**src/rtl/xd_pulse_pacer.sv**
```systemverilog
// Source-domain pacer ahead of a toggle pulse synchronizer: counts incoming event
// requests and re-emits them as single-cycle pulses spaced at least MIN_GAP cycles apart.
module xd_pulse_pacer #(
  parameter int unsigned MIN_GAP = 8,
  parameter int unsigned PEND_W  = 4
) (
  input  logic              clk,
  input  logic              rst_n,
  input  logic              req,
  input  logic              clr_ovf,
  output logic              flag_src,
  output logic [PEND_W-1:0] pending,
  output logic              busy,
  output logic              overflow
);

  localparam int unsigned        GAP_W    = (MIN_GAP > 1) ? $clog2(MIN_GAP) : 1;
  localparam logic [GAP_W-1:0]   GAP_LOAD = GAP_W'(MIN_GAP - 1);
  localparam logic [GAP_W-1:0]   GAP_ZERO = {GAP_W{1'b0}};
  localparam logic [PEND_W-1:0]  PEND_ZERO = {PEND_W{1'b0}};
  localparam logic [PEND_W-1:0]  PMAX     = {PEND_W{1'b1}};

  logic [GAP_W-1:0]  gap_cnt_r;
  logic [GAP_W-1:0]  gap_nxt_s;
  logic [PEND_W-1:0] pend_r;
  logic [PEND_W-1:0] pend_nxt_s;
  logic              flag_r;
  logic              ovf_r;
  logic              can_emit_s;
  logic              lose_s;
  logic              ovf_nxt_s;

  // Emit decision, spacing timer, backlog and sticky-overflow next state.
  always_comb begin
    can_emit_s = (gap_cnt_r == GAP_ZERO) && ((pend_r != PEND_ZERO) || req);
    lose_s     = 1'b0;
    pend_nxt_s = pend_r;

    if (can_emit_s) begin
      gap_nxt_s = GAP_LOAD;
    end else if (gap_cnt_r != GAP_ZERO) begin
      gap_nxt_s = gap_cnt_r - GAP_W'(1);
    end else begin
      gap_nxt_s = gap_cnt_r;
    end

    // A req on an emit cycle either is the emitted event or replaces it in the queue.
    case ({req, can_emit_s})
      2'b11: pend_nxt_s = pend_r;
      2'b10: begin
        if (pend_r != PMAX) begin
          pend_nxt_s = pend_r + PEND_W'(1);
        end else begin
          pend_nxt_s = pend_r;
          lose_s     = 1'b1;
        end
      end
      2'b01:   pend_nxt_s = pend_r - PEND_W'(1);
      default: pend_nxt_s = pend_r;
    endcase

    if (lose_s) begin
      ovf_nxt_s = 1'b1;
    end else if (clr_ovf) begin
      ovf_nxt_s = 1'b0;
    end else begin
      ovf_nxt_s = ovf_r;
    end
  end

  // State registers with synchronous active-low reset.
  always_ff @(posedge clk) begin
    if (!rst_n) begin
      gap_cnt_r <= GAP_ZERO;
      pend_r    <= PEND_ZERO;
      flag_r    <= 1'b0;
      ovf_r     <= 1'b0;
    end else begin
      gap_cnt_r <= gap_nxt_s;
      pend_r    <= pend_nxt_s;
      flag_r    <= can_emit_s;
      ovf_r     <= ovf_nxt_s;
    end
  end

  assign flag_src = flag_r;
  assign pending  = pend_r;
  assign overflow = ovf_r;
  assign busy     = (pend_r != PEND_ZERO) || (gap_cnt_r != GAP_ZERO);

endmodule

```
**config.mk**
```make
export PLATFORM = sky130hd
export DESIGN_NAME = xd_pulse_pacer
export DESIGN_NICKNAME = d
export VERILOG_FILES = /design/src/rtl/xd_pulse_pacer.sv
export SDC_FILE = /design/constraint.sdc
export NUM_CORES = 1
export LEC_CHECK = 0
export BUFFER_PORTS_ARGS = -buffer_cell sky130_fd_sc_hd__buf_2
export CAP_MARGIN = 40
export CORE_MARGIN = 2
export CORE_UTILIZATION = 35
export DETAILED_ROUTE_END_ITERATION = 10
export GPL_TIMING_DRIVEN = 0
export PLACE_DENSITY_LB_ADDON = 0.15
export SLEW_MARGIN = 20
export SYNTH_ARGS = -nofsm -noshare
export SYNTH_HDL_FRONTEND = slang
export SYNTH_SLANG_ARGS = --single-unit
```
**constraint.sdc**
```tcl
create_clock -name clk -period 6.1 [get_ports clk]
set_clock_uncertainty 0.05 [all_clocks]
set_input_delay 0.305 -clock clk [delete_from_list [all_inputs] [get_ports clk]]
set_output_delay 0.305 -clock clk [all_outputs]
set_load 0.03 [all_outputs]
```
==> metrics.txt, run 1 <==
drt drc=0; clk root buf=clkbuf_4; fin nets=between 70 and 80; crit path DAT=2320 ps; critical path class=reg2reg; cell type with the largest total area after synthesis=dfxtp_1; DIE AREA=~1700 µm²; CTS resizes=0; Synth cell types=30; Pwr Total=approximately 290 µW; Post-synth top cells=9 x dfxtp_1, 4 x nand2_1, 4 x o21ai_0, 3 x ha_1, 3 x inv_1; # IOs=11; cell with the most instances after synthesis=dfxtp_1; post-route minimum period=2169 ps; Avg Inst Size Synth=between 8 and 9 µm²; share of cells above drive strength 1=0.1912; register area share after synthesis=0.3646; Total GRT Usage=0.1291; Hold Crit Depth=3; max-cap viol count=0; fill count=between 100 and 150; launch point of the worst hold path=clr_ovf; Initial Utilization=0.3751; outcome=complete, no violations; cells after synthesis=55; Slew @ Worst Pin=about 400 ps; Fmax=461.1 MHz; number of synthesized flops with an enable pin=0; DRT Pass-1 Iters=3; clock tree buffer depth=2; Crit. End Element=flop; final hold slack=a little over 300 ps; final wirelength=roughly 950 µm; FFs w/ async S/R, synth=0; Worst Hold End=overflow; initial antenna violation count=0; setup TNS=0 ps; global route overflow=0; fin crit share=0.3555; WL/cell=between 10 and 15 µm; slew margin rel.=0.7318; Post-Layout Cell Count=83; Worst Path Required=roughly 6300 ps; first-pass GRT wire length=about 1600 µm; DRT antenna net count=0; CP cell instances=inv_1 > ha_1 > nand2b_1 > clkbuf_1 > or3_1 > o21ai_0 > ha_1 > nor2_1 > a22oi_1 > mux2i_1; Final Max Slew Viols=0; Cell Count Post-Placement=79; Final Util=0.4435; Leak Pwr=approximately 0.26 nW; Worst R2R Path Depth=10; routability cong.=~0.76; Critical Path Max Stage Delay=400 ps; DRT iter0 DRCs=10; post-CTS setup buffer count=0; cell repeated most along the worst path=ha_1; CP delay by family, top=simple AND/OR/NAND/NOR gates; DIE WIDTH=slightly above 40 µm; Via Count=between 400 and 500; YS warnings=0; Buf+Inv Stages, Crit Path=2; Final setup viols=0; Post-CTS Hold Buffers=0; hpwl dp=665.9 µm; # rows=13; R2R Path End=pending[2]; height of the die=41.58 µm; peak supply drop=roughly 0.18 mV; RR Startpoint=gap_cnt_r[0]; Fin. Hold Viols=0; synth top area cells=dfxtp_1 36%, ha_1 7.6%, nor4_4 4.3%; largest net degree at the start of global routing=11; register bit total from synthesis=9; Via density=approximately 5.3; clk sink count=9; vias in the first global route=~400; Slowest cell on crit path=or3_1; Core Area=~1300 µm²; Top FF cell, synth=dfxtp_1; Area Growth Syn to Fin=18.23%; clk_lat worst skew=260 ps; reg2reg setup slack=3930 ps; Startpoint Class=flop; CTS tree=built; CTS Buf Count=3; diode count=0; Syn Nets=between 60 and 70; CP max FO=10; IO buf count=9; Reg clk slew, reported paths=60 ps; Yosys top cell area share=0.3646; RSZ-0062 raised after global routing=false; Min-Delay Path Class=in2reg; depth of the CTS H-tree=1; area of the mapped netlist=roughly 490 µm²; Pwr per Cell Area=491.9 nW/µm²
-- layout by cell type (no fill, tap or decap), drive strengths merged --
master  instances
nor2            2
a22oi           1
or3             2
and3            2
nor4            1
nand4           1
or3b            1
mux2i           1
or2b            1
nand3b          1
a211oi          1
o22ai           1
a21oi           1
clkbuf          5
dfxtp           9
a21boi          1
a41oi           1
nand2           4
o21ai           4
nor2b           2
nor3b           2
o211a           2
buf            10
nand2b          2
or4             1
and2            1
ha              3
inv             3
o21a            1
nor3            1
-- logic make-up (layout without fill, tap and decap cells) --
logic type / after synthesis / in the layout / share of synthesized area
muxes: 1 / 1 / 0.02025
DFF: 9 / 9 / 0.3646
adders and majority gates: 3 / 3 / 0.07596
buffers and inverters: 5 / 18 / 0.03796
AOI/OAI and AO/OA: 13 / 13 / 0.1823
and+or+nand+nor: 24 / 24 / 0.3190
-- registers in the layout, summed over array words and instances (netlist names) --
name,flops
gap_cnt_r,3
flag_src,1
pending,4
overflow,1
-- routing by layer --
layer / up-vias / GRT usage / part of all wire
li1: 226 / - / -
met1: 197 / 0.1662 / 0.50
met2: 11 / 0.1750 / 0.42
met3: 4 / 0.03043 / 0.044
met4: 0 / 0.1161 / 0.030
met5: - / 0 / 0
-- where the power goes --
part | leakage (nW) | total, mW | internal (mW) | switching, mW
Combinational | 0.174 | 0.143 | 0.0607 | 0.0824
Sequential | 0.0740 | 0.0970 | 0.0761 | 0.0209
Clock | 0.0150 | 0.0473 | 0.0253 | 0.0220
-- through the flow --
step,setup WS [ps],instance area [µm²]
floorplan,4123,494.2
global placement,3981,558.0
detailed placement,3914,558.0
CTS,3898,584.3
global route,3701,584.3
finish,3931,584.3
-- area by class of cell --
type | instances | area, µm² | share of cell area
multi-input combinational | 41 | 295.3 | 0.5054
sequential | 9 | 180.2 | 0.3084
tap | 15 | 18.77 | 0.03212
inverter | 3 | 11.26 | 0.01927
clock buffer | 4 | 26.28 | 0.04497
timing repair buffer | 9 | 45.04 | 0.07709
buffer | 2 | 7.507 | 0.01285
-- worst min-delay path: stages --
cell and delay (ps):
buf_2 70, o22ai_1 60, and2_1 140
-- worst max-delay path by stage --
| stage | from | end | cells after the start |
|---|---|---|---|
| CTS | gap_cnt_r[0] | pending[2] | 10 |
| global route | gap_cnt_r[0] | pending[2] | 10 |
| global placement | gap_cnt_r[0] | pending[2] | 10 |
| detailed placement | gap_cnt_r[0] | pending[2] | 10 |
| floorplan | gap_cnt_r[0] | pending[2] | 10 |
| finish | gap_cnt_r[0] | pending[2] | 10 |
(Power assumes the default switching activity.)
==> run 2: changes to the inputs <==
==> constraint.sdc (replaced) <==
create_clock -name clk -period 2.2 [get_ports clk]
set_clock_uncertainty 0.05 [all_clocks]
set_input_delay 0.11 -clock clk [delete_from_list [all_inputs] [get_ports clk]]
set_output_delay 0.11 -clock clk [all_outputs]
set_load 0.03 [all_outputs]
==> run 2 against run 1 <==
Sequential power increased to 2.8 times the previous value. Setup slack lost 3800 ps. Sequential share of layout area down 1.1 points. Clock power grew to 2.8 times the previous value. Via count rose by 1.4%. Die area unchanged.
==> metrics.txt, run 2 (same netlist as run 1, synthesis figures left out) <==
outcome=complete, no violations; DRT antenna net count=0 (unchanged); global route overflow=0 (unchanged); WL/cell=12.45 µm (+8.5%); Post-CTS Hold Buffers=0 (unchanged); Worst Path Required=2350 ps (-3900 ps); Total GRT Usage=0.1291 (unchanged); Area Growth Syn to Fin=22.78%; clk_lat worst skew=270 ps (about the same); peak supply drop=0.5080 mV (+180%); most frequent cells in the layout=9 x dfxtp_1, 9 x buf_2, 4 x nand2_1; max-cap viol count=0 (unchanged); CTS tree=built; Logic pwr share=0.515 (+0.017); Min-Delay Path Class=in2reg; crit path DAT=2250 ps (-70 ps); slew margin rel.=0.6842 (-0.04758); routability cong.=0.7567 (unchanged); M1 WL=489 µm (+2.3%); diode count=0 (unchanged); CP startpoint=gap_cnt_r[0]; Cell Count Post-Placement=79 (unchanged); # rows=13 (unchanged); Reg power frac=0.324 (-0.013); Reg clk slew, reported paths=70 ps (about the same); clk sink count=9 (unchanged); Startpoint Class=flop; post-route minimum period=2092 ps (-76.87 ps); max reg flops=4 (unchanged); total internal power=469.5 µW (+190%); DRT Pass-1 Iters=4 (+1); vias in the first global route=399 (unchanged); CTS Buf Count=3 (unchanged); RR Startpoint=gap_cnt_r[0]; clock tree buffer depth=2 (unchanged); met3 wire length=51 µm (+21%); NetSw=364.7 µW (+190%); drt drc=0 (unchanged); CP max FO=10 (unchanged); largest net degree at the start of global routing=11 (unchanged); height of the die=41.58 µm (unchanged); Final setup viols=0 (unchanged); Via density=5.349 (+1.4%); met2 WL=451 µm (+12%); Core Area=1318 µm² (unchanged); Fin. Hold Viols=0 (unchanged); DIE AREA=1728 µm² (unchanged); Net Sw Frac=0.4372 (+0.001260); Initial Utilization=0.3751 (unchanged); first-pass GRT wire length=1642 µm (unchanged); Pwr per Cell Area=1375 nW/µm² (+180%); # IOs=11 (unchanged); final wirelength=1033 µm (+8.5%); depth of the CTS H-tree=1 (unchanged); share of cells above drive strength 1=0.2794 (+0.08824); fin nets=76 (unchanged); IO buf count=9 (unchanged); Post-Layout Cell Count=83 (unchanged); hpwl dp=665.9 µm (unchanged); critical path class=reg2reg; clk root buf=clkbuf_4; Via Count=444 (+1.4%); Final Max Slew Viols=0 (unchanged); Crit. End Element=flop; DIE WIDTH=41.58 µm (unchanged); Pwr Total=834.2 µW (+190%); Clk network pwr share=0.161 (-0.004); initial antenna violation count=0 (unchanged); launch point of the worst hold path=clr_ovf; fin crit share=0.9508 (+0.5953); Slew @ Worst Pin=470.0 ps (+67.76 ps); top layer in use=met4; DRT iter0 DRCs=9 (-1); Leak Pwr=0.2673 nW (+1.5%); Fmax=478.1 MHz (+3.7%)
-- run 2: cell type report --
cell class	instances	area [µm²]
multi-input cells	41	314.1
clock buffers	4	26.28
well taps	15	18.77
fillers	130	710.7
repair buffers	9	45.04
flip-flops and latches	9	180.2
plain buffers	2	11.26
inverters	3	11.26
-- run 2: path summary, 6_finish.rpt --
check | end | slack (ps) | cells past startpoint
worst max register to register | pending[2] | 110 | 10
worst max-delay path | pending[2] | 110 | 10
worst min-delay path | overflow | 110 | 3
worst min register to register | gap_cnt_r[1] | 450 | 1
-- run 2: metal layers --
layer / vias up / GRT usage
met5: - / 0
met4: 0 / 0.1161
met3: 5 / 0.03043
met2: 12 / 0.1750
met1: 199 / 0.1662
li1: 228 / -
-- run 2: power groups by stage --
| stage | registers, mW | logic (mW) | clock network (mW) |
|---|---|---|---|
| after floorplan | 0.311 | 0.267 | 0 |
| final | 0.270 | 0.430 | 0.134 |
| after detailed placement | 0.272 | 0.397 | 0 |
| after global placement | 0.269 | 0.391 | 0 |
| after global routing | 0.279 | 0.480 | 0.148 |
| after CTS | 0.268 | 0.402 | 0.136 |
-- run 2: per-stage QoR --
stage / setup slack (ps) / util / hold slack (ps) / cell area, µm² / TNS [ps]
6_report: 108.3 / 0.4606 / 110.5 / 606.8 / 0
3_5_place_dp: 13.91 / 0.4236 / 390.8 / 558.0 / 0
2_1_floorplan: 223.0 / - / 293.5 / 494.2 / 0
4_1_cts: 41.12 / 0.4444 / 107.8 / 585.6 / 0
3_3_place_gp: 81.49 / 0.4236 / 387.8 / 558.0 / 0
5_1_grt: -31.38 / 0.4606 / 120.4 / 606.8 / -31.38
-- run 2: worst max-delay path: stages, from the launching register on --
cell and delay, ps:
dfxtp_1 320, inv_1 90, ha_2 190, nand2b_1 70, buf_4 170, or3_4 370
o21ai_2 120, ha_2 210, nor2_1 60, a22oi_2 190, mux2i_1 180
-- run 2: repair_timing --
action,4_1_cts,5_1_grt
setup buffers,0,0
pin swaps,0,1
resized for setup,1,9
setup endpoints to repair,1,1
==> run 3: changes to the inputs <==
--- a/config.mk
+++ b/config.mk
@@ -7,6 +7,8 @@
 export LEC_CHECK = 0
 export BUFFER_PORTS_ARGS = -buffer_cell sky130_fd_sc_hd__buf_2
 export CAP_MARGIN = 40
+export CELL_PAD_IN_SITES_DETAIL_PLACEMENT = 1
+export CELL_PAD_IN_SITES_GLOBAL_PLACEMENT = 1
 export CORE_MARGIN = 2
 export CORE_UTILIZATION = 35
 export DETAILED_ROUTE_END_ITERATION = 10
==> run 3 against run 2 <==
Count of clock-buffer cells in the layout unchanged. First-iteration DRC count is 89% lower. Utilization is 0.38 points lower. Sequential share of layout area is 0.25 points higher. Wire length shrank 0.48%. Setup slack better by 56 ps. Largest power group unchanged. Via count shrank 0.45%. Register-to-register slack gained 60 ps. Final area down 0.82%. Fmax rose by 2.8%. Critical path depth did not move. Clock power is 4% lower.
==> metrics.txt, run 3 (same netlist as run 1, synthesis figures left out) <==
Crit. End Element=flop; clock tree buffer depth=2 (unchanged); routability cong.=0.7508 (-0.78%); Pwr Total=820.9 µW (-1.6%); vias in the first global route=438 (+9.8%); share of cells above drive strength 1=0.2794 (unchanged); first-pass GRT wire length=1842 µm (+12%); fin nets=76 (unchanged); CTS Buf Count=3 (unchanged); Final Max Slew Viols=0 (unchanged); Post-CTS Hold Buffers=0 (unchanged); Worst Path Required=2340 ps (about the same); design area=601.8 µm² (-0.82%); depth of the CTS H-tree=1 (unchanged); slew margin rel.=0.7285 (+0.04426); clk root buf=clkbuf_4; Startpoint Class=flop; Core Area=1318 µm² (unchanged); Via Count=442 (-0.45%); most frequent cells in the layout=9 x dfxtp_1, 9 x buf_2, 4 x nand2_1; post-CTS setup buffer count=0 (unchanged); global route overflow=0 (unchanged); max reg flops=4 (unchanged); Via density=5.325 (-0.45%); CTS tree=built; Final Util=0.4568 (-0.003799); drt drc=0 (unchanged); largest net degree at the start of global routing=11 (unchanged); Slew @ Worst Pin=404.1 ps (-65.88 ps); Critical Path Max Stage Delay=370 ps (about the same); Fin. Hold Viols=0 (unchanged); Slowest cell on crit path=or3_4; height of the die=41.58 µm (unchanged); Pwr per Cell Area=1364 nW/µm² (-0.78%); # rows=13 (unchanged); CP cell instances=inv_2 > ha_2 > nand2b_1 > buf_4 > or3_4 > o21ai_2 > ha_2 > nor2_1 > a22oi_1 > mux2i_1; Placement Cell Area=558.0 µm² (unchanged); WL/cell=12.39 µm (-0.48%); max-cap viol count=0 (unchanged); DRT iter0 DRCs=1 (-8); outcome=complete, no violations; Reg clk slew, reported paths=60 ps (about the same); Initial Utilization=0.3751 (unchanged); critical path class=reg2reg; clk sink count=9 (unchanged); Leak Pwr=0.2661 nW (-0.46%); DIE WIDTH=41.58 µm (unchanged); DRT antenna net count=0 (unchanged); # IOs=11 (unchanged); clk_lat worst skew=260 ps (about the same); Final setup viols=0 (unchanged); Fmax=491.4 MHz (+2.8%); cell repeated most along the worst path=ha_2; Total GRT Usage=0.1383 (+0.009275); DRT Pass-1 Iters=2 (-2); CP max FO=10 (unchanged); Buf+Inv Stages, Crit Path=2 (unchanged); final hold slack=127.4 ps (+16.89 ps); IO buf count=9 (unchanged); crit path DAT=2180 ps (-70 ps); diode count=0 (unchanged); Area Growth Syn to Fin=21.77%; initial antenna violation count=0 (unchanged); post-route minimum period=2035 ps (-56.48 ps); fin crit share=0.9251 (-0.02567); CP delay by family, top=simple AND/OR/NAND/NOR gates; Min-Delay Path Class=in2reg; peak supply drop=0.6264 mV (+23%); DIE AREA=1728 µm² (unchanged); final wirelength=1028 µm (-0.48%)
[run 3: cell counts in the layout (fill, tap and decap cells not counted)]
Identical to the previous run, type by type.
[run 3: path summary, 6_finish.rpt]
| check | startpoint | cells after the start | slack (ps) | to |
|---|---|---|---|---|
| hold / removal | clr_ovf | 3 | 130 | overflow |
| setup / recovery | gap_cnt_r[0] | 10 | 160 | pending[2] |
| hold reg to reg | gap_cnt_r[1] | 1 | 450 | gap_cnt_r[1] |
| setup reg to reg | gap_cnt_r[0] | 10 | 160 | pending[2] |
[run 3: where the power goes]
part           switching, mW  internal [mW]
clock network         0.0581         0.0698
logic                  0.234          0.186
registers             0.0616          0.211
[run 3: final cells by class]
class / count / area (µm²)
Fill cell: 173 / 715.7
Multi-Input combinational cell: 41 / 309.0
Sequential cell: 9 / 180.2
Timing Repair Buffer: 9 / 45.04
Clock buffer: 4 / 26.28
Tap cell: 15 / 18.77
Buffer: 2 / 11.26
Inverter: 3 / 11.26
[run 3: layer usage]
layer,global-route usage,part of all wire,up-vias
li1,-,-,229
met2,0.2156,0.46,8
met3,0.02609,0.043,2
met1,0.1779,0.49,203
met4,0.07742,0.0058,0
met5,0,0,-
[run 3: worst min-delay path, stage by stage]
cell	delay, ps
buf_2	80
o22ai_1	60
and2_1	140
[run 3: repair_timing]
| item | in CTS | in global routing |
|---|---|---|
| gates resized for setup | 1 | 9 |
| setup endpoints to repair | 1 | 1 |
| pin swaps | 0 | 2 |
[run 3: per-stage QoR]
step	instances	setup WS, ps	TNS (ps)
after floorplan	55	223.0	0
final	83	164.8	0
after global routing	83	-0.7743	-0.7743
after global placement	79	66.84	0
after CTS	83	29.06	0
after detailed placement	79	0.8364	0
